### src/rtl/lfsr_count_snapshot.sv
// lfsr_count_snapshot: captures {bin[57:0], lfsr[5:0]} on snap and decodes the
// LFSR field to a step index by walking a local LFSR copy from SEED.
// Ports: clk, rst (async high); cnt_in, snap in; out_data/out_err/out_valid
// with out_ready handshake; busy (SEARCH or HOLD); drop_cnt (ignored snaps).
module lfsr_count_snapshot #(
  parameter logic [5:0] SEED   = 6'h3F,
  parameter int         DROP_W = 8
) (
  input  logic              clk,
  input  logic              rst,
  input  logic [63:0]       cnt_in,
  input  logic              snap,
  output logic [63:0]       out_data,
  output logic              out_err,
  output logic              out_valid,
  input  logic              out_ready,
  output logic              busy,
  output logic [DROP_W-1:0] drop_cnt
);

  typedef enum logic [1:0] {
    S_IDLE,
    S_SEARCH,
    S_HOLD
  } state_t;

  function automatic logic [5:0] lfsr_next(
    input logic [5:0] s
  );
    return {s[4] ^ s[5], s[3:0], s[5]};
  endfunction

  state_t              state_q;
  logic [63:0]         cap_q;
  logic [5:0]          walk_q;
  logic [5:0]          idx_q;
  logic [63:0]         data_q;
  logic                err_q;
  logic                valid_q;
  logic                busy_q;
  logic [DROP_W-1:0]   drop_q;
  logic [DROP_W-1:0]   drop_d;
  logic                hit;
  logic                last;

  // One comparison per cycle; idx 62 is the last reachable step,
  // so a miss there means the captured state is not in the sequence.
  assign hit  = (walk_q == cap_q[5:0]);
  assign last = (idx_q == 6'd62);

  always_ff @(posedge clk or posedge rst) begin
    if (rst) begin
      state_q <= S_IDLE;
      cap_q   <= '0;
      walk_q  <= SEED;
      idx_q   <= '0;
      data_q  <= '0;
      err_q   <= 1'b0;
      valid_q <= 1'b0;
      busy_q  <= 1'b0;
    end else begin
      unique case (state_q)
        S_IDLE: begin
          if (snap) begin
            cap_q   <= cnt_in;
            walk_q  <= SEED;
            idx_q   <= '0;
            busy_q  <= 1'b1;
            state_q <= S_SEARCH;
          end
        end
        S_SEARCH: begin
          if (hit) begin
            data_q  <= {cap_q[63:6], idx_q};
            err_q   <= 1'b0;
            valid_q <= 1'b1;
            state_q <= S_HOLD;
          end else if (last) begin
            data_q  <= {cap_q[63:6], 6'h3F};
            err_q   <= 1'b1;
            valid_q <= 1'b1;
            state_q <= S_HOLD;
          end else begin
            walk_q <= lfsr_next(walk_q);
            idx_q  <= idx_q + 6'd1;
          end
        end
        S_HOLD: begin
          if (valid_q && out_ready) begin
            valid_q <= 1'b0;
            busy_q  <= 1'b0;
            state_q <= S_IDLE;
          end
        end
        default: begin
          state_q <= S_IDLE;
          busy_q  <= 1'b0;
          valid_q <= 1'b0;
        end
      endcase
    end
  end

  // Requests arriving while busy are counted, including one that
  // coincides with the completing handshake (busy is still high then).
  always_comb begin
    drop_d = drop_q;
    if (snap && busy_q && !(&drop_q)) begin
      drop_d = drop_q + DROP_W'(1);
    end
  end

  always_ff @(posedge clk or posedge rst) begin
    if (rst) begin
      drop_q <= '0;
    end else begin
      drop_q <= drop_d;
    end
  end

  assign out_data  = data_q;
  assign out_err   = err_q;
  assign out_valid = valid_q;
  assign busy      = busy_q;
  assign drop_cnt  = drop_q;

endmodule

### config.mk
export PLATFORM = sky130hd
export DESIGN_NAME = lfsr_count_snapshot
export DESIGN_NICKNAME = d
export VERILOG_FILES = /design/src/rtl/lfsr_count_snapshot.sv
export SDC_FILE = /design/constraint.sdc
export NUM_CORES = 1
export LEC_CHECK = 0
export ABC_AREA = 0
export BUFFER_PORTS_ARGS = -buffer_cell sky130_fd_sc_hd__buf_2
export CAP_MARGIN = 30
export CORE_MARGIN = 2
export CORE_UTILIZATION = 30
export CTS_BUF_LIST = sky130_fd_sc_hd__clkbuf_16
export DETAILED_ROUTE_END_ITERATION = 8
export GPL_ROUTABILITY_DRIVEN = 0
export SLEW_MARGIN = 40
export SYNTH_ARGS = -nofsm -noshare
export SYNTH_HDL_FRONTEND = slang
export SYNTH_SLANG_ARGS = --single-unit
### constraint.sdc
create_clock -name clk -period 4.9 [get_ports clk]
set_input_delay 0.735 -clock clk [delete_from_list [all_inputs] [get_ports clk]]
set_output_delay 0.735 -clock clk [all_outputs]
set_load 0.05 [all_outputs]
==> metrics.md <==
| Metric | Value |
|---|---|
| CTS Root Cell | clkbuf_16 |
| Clk sinks | approximately 150 |
| Synthesis-to-layout area growth | 25.4% |
| Critical setup path kind | register to register |
| Library cell with the largest summed area after synthesis | dfrtp_1 |
| Via-to-Cell Ratio | 4.45 |
| Cell area after placement | 0.00708 mm² |
| Total power per unit cell area | 755 mW/mm² |
| Number of hold buffers added after cts | 0 |
| Number of hold violations in the final report | 0 |
| Number of buffers inserted during clock tree synthesis | 17 |
| Worst EP required | 5.19 ns |
| Clock insertion delay at the later pin of the skew report | 0.42 ns |
| Count of buffers inserted at the top-level ports | 142 |
| Worst ir drop on vdd | 0.000289 V |
| Total Routing Usage GR | 0.122 |
| Class of the worst hold path | input pin to asynchronous set/reset pin |
| Cell-by-cell trace of the critical path | xnor2_1 > nand4_2 > o21ai_2 > and2_4 > buf_4 > mux2_2 |
| Via count | 3663 |
| Cell family with most CP delay | simple AND/OR/NAND/NOR gates |
| Fin cells | about 820 |
| Floorplan row count | 52 |
| Antenna cells | 0 |
| Slowest Stage Delay on Critical Path | between 0.6 and 0.7 ns |
| Via count of the first global-routing pass | 4043 |
| Unrepaired setup endpoints after global routing | no |
| Antenna Violating Nets Remaining | 0 |
| Min cycle time layout | 2.73 ns |
| Crit share post-route | 0.558 |
| Max_cap viols | 0 |
| First-pass GRT wire length | 20900 µm |
| Width of the die | 147 µm |
| Final-stage net count | 612 |
| Maximum number of pins on one net before global-route repair | 70 |
| Post-layout instance area | 0.00768 mm² |
| Flip-flop and latch count after synthesis | 153 |
| # DRC | 0 |
| Primary FF master, synth | dfrtp_1 |
| Type of element capturing the critical path | register |
| Buffers plus inverters on the worst setup path | 1 |
| Final TNS setup | 0 ns |
| Fraction of registers with async set/reset | 1.00 |
| Maximum buffer depth of the clock tree | 2 |
| Num ports | 143 |
| Cells taking the most area after synthesis | dfrtp_1 60%, mux2_2 17%, mux2_4 7.8% |
| Final Setup Violations | 0 |
| Sum of net half-perimeters after detailed placement | 8520 µm |
| Max Clk Rate | between 300 and 400 MHz |
| Area of the placeable core | 0.0202 mm² |
| Clock transition time at the flip-flop clock pins of the worst setup and hold paths | 0.07 ns |
| Combined area of the multi-input logic cells | 0.00212 mm² |
| Final worst clock skew | around 0.012 ns |
| Rel. slew slack | 0.474 |
| Crit path arrival time | 3.03 ns |
| Slew at the pin with the worst max-slew slack | 0.789 ns |
| Antenna violations before repair | 0 |
| Number of enable-type register cells in the synthesized netlist | 0 |
| Startpoint type of the worst setup path | register |
| DIE HEIGHT | ~150 µm |
| Number of distinct standard cells referenced by the synthesized netlist | 39 |
| Net count after synthesis | roughly 460 |
| Slowest stage cell on the critical path | and2_4 |
| Post-synth top area share | 0.600 |
| Aggregate routed wire length | 12600 µm |
| Final slew viol count | 0 |
| Routed len/inst | 15.3 µm |
| Starting density of the core | 0.304 |
| Iteration count of the initial detailed-routing pass | 4 |
| Share of the yosys chip area belonging to registers | 0.626 |
| Total die area | 0.0216 mm² |
| Mapped Area | 0.00613 mm² |
| Final Hold Slack | 0.418 ns |
| Synthesized area per cell | 15.7 µm² |
| Outcome | completed |
| # H-tree levels | 4 |
| Post-CTS setup buffer count | 0 |
| TritonCTS clock tree | yes |
| Fill cells | 1955 |
| Number of instances in the synthesized netlist | just under 400 |
| Register area | roughly 0.0038 mm² |
| Cell count after placement | about 790 |
| Maximum fanout along the worst path | 44 |
| Ratio of cells with drive above 1 in the final layout | 0.565 |
| Static Leak | 3.73 nW |
| Initial drt markers | around 120 |
| Resized cells post-CTS | 0 |
| Number of synthesis warnings | 0 |
| Overall overflow remaining after global route | 0 |
==> synthesized netlist by cell type (4+ instances only) <==
library cell,n
nand2_1,9
nand3_1,7
dfstp_2,6
inv_1,7
nor2_1,10
xnor2_1,8
o22a_1,6
and3_1,4
nor3_1,5
mux2_4,32
mux2_2,92
dfrtp_1,147
buf_12,4
o21ai_0,5
buf_2,8
xor2_1,5
==> cell type report <==
cell class | count | area share
timing repair buffer | 147 | 0.0974
clock inverter | 15 | 0.0239
sequential | 153 | 0.499
inverter | 7 | 0.00407
clock buffer | 17 | 0.0554
tap | 270 | 0.0440
multi-input combinational | 215 | 0.276
==> logic make-up after synthesis <==
family	after synthesis	synth area share
buf+inv	23	0.0288
compound gates	27	0.0321
fa+ha+maj	3	0.00613
flops	153	0.626
xor+xnor	13	0.0186
simple gates	47	0.0392
mux	125	0.249
==> cell usage in the layout, fill, tap and decap left out, types with 3 or more instances in the layout <==
cell type	instances
dfrtp_1	147
buf_2	142
mux2_2	92
mux2_4	32
clkbuf_16	17
nor2_1	10
nand2_1	9
xnor2_1	8
inv_1	8
nand3_1	7
o22a_1	6
dfstp_2	6
nor3_1	5
o21ai_0	5
xor2_1	5
buf_4	5
and3_1	4
bufinv_16	4
clkinv_2	4
nor4_1	3
a211o_1	3
a21oi_1	3
inv_6	3
ha_1	3
==> per-stage QoR <==
step | utilization | total power [mW] | setup slack (ns)
after floorplan | - | 3.97 | 0.0535
after detailed placement | 0.351 | 4.49 | 2.15
after global routing | 0.381 | 6.13 | 1.99
final | 0.381 | 5.80 | 2.17
after CTS | 0.381 | 5.89 | 2.14
after global placement | 0.351 | 4.40 | 2.22
==> worst reg2reg max path, stage by stage (launching register included) <==
cell and delay, ns:
dfstp_2 0.55, xnor2_1 0.14, nand4_2 0.18, o21ai_2 0.18
and2_4 0.65, buf_4 0.52, mux2_2 0.39
==> sequential cells by signal, indices dropped and copies added, names as in the netlist <==
signal     cells
idx_q          6
out_err        1
out_valid      1
walk_q         6
drop_cnt       8
busy           1
out_data      64
state_q        2
cap_q         64
==> metal layers <==
layer,global-route usage,part of all wire
met3,0.0360,0.045
met2,0.204,0.50
met4,0.0442,0.014
met1,0.151,0.44
met5,0,0
==> path summary, 6_finish.rpt <==
| kind | depth (start not counted) | startpoint | slack (ns) | to |
|---|---|---|---|---|
| min | 2 | rst | 0.42 | out_data[46] |
| max in group asynchronous | 3 | rst | 3.46 | cap_q[11] |
| max | 6 | walk_q[0] | 2.17 | out_data[50] |
| min in group clk | 2 | walk_q[0] | 0.49 | walk_q[1] |
| max reg2reg | 6 | walk_q[0] | 2.17 | out_data[50] |
| min reg2reg | 2 | walk_q[0] | 0.49 | walk_q[1] |
==> where the power goes <==
part | total (mW) | switching (mW) | internal, mW | leakage, nW
registers | 2.20 | 0.352 | 1.85 | 1.90
clock network | 1.37 | 0.519 | 0.846 | 0.303
logic | 2.23 | 1.38 | 0.850 | 1.53
total | 5.80 | 2.26 | 3.55 | 3.73
No activity file was read; power rests on OpenSTA's default activity.
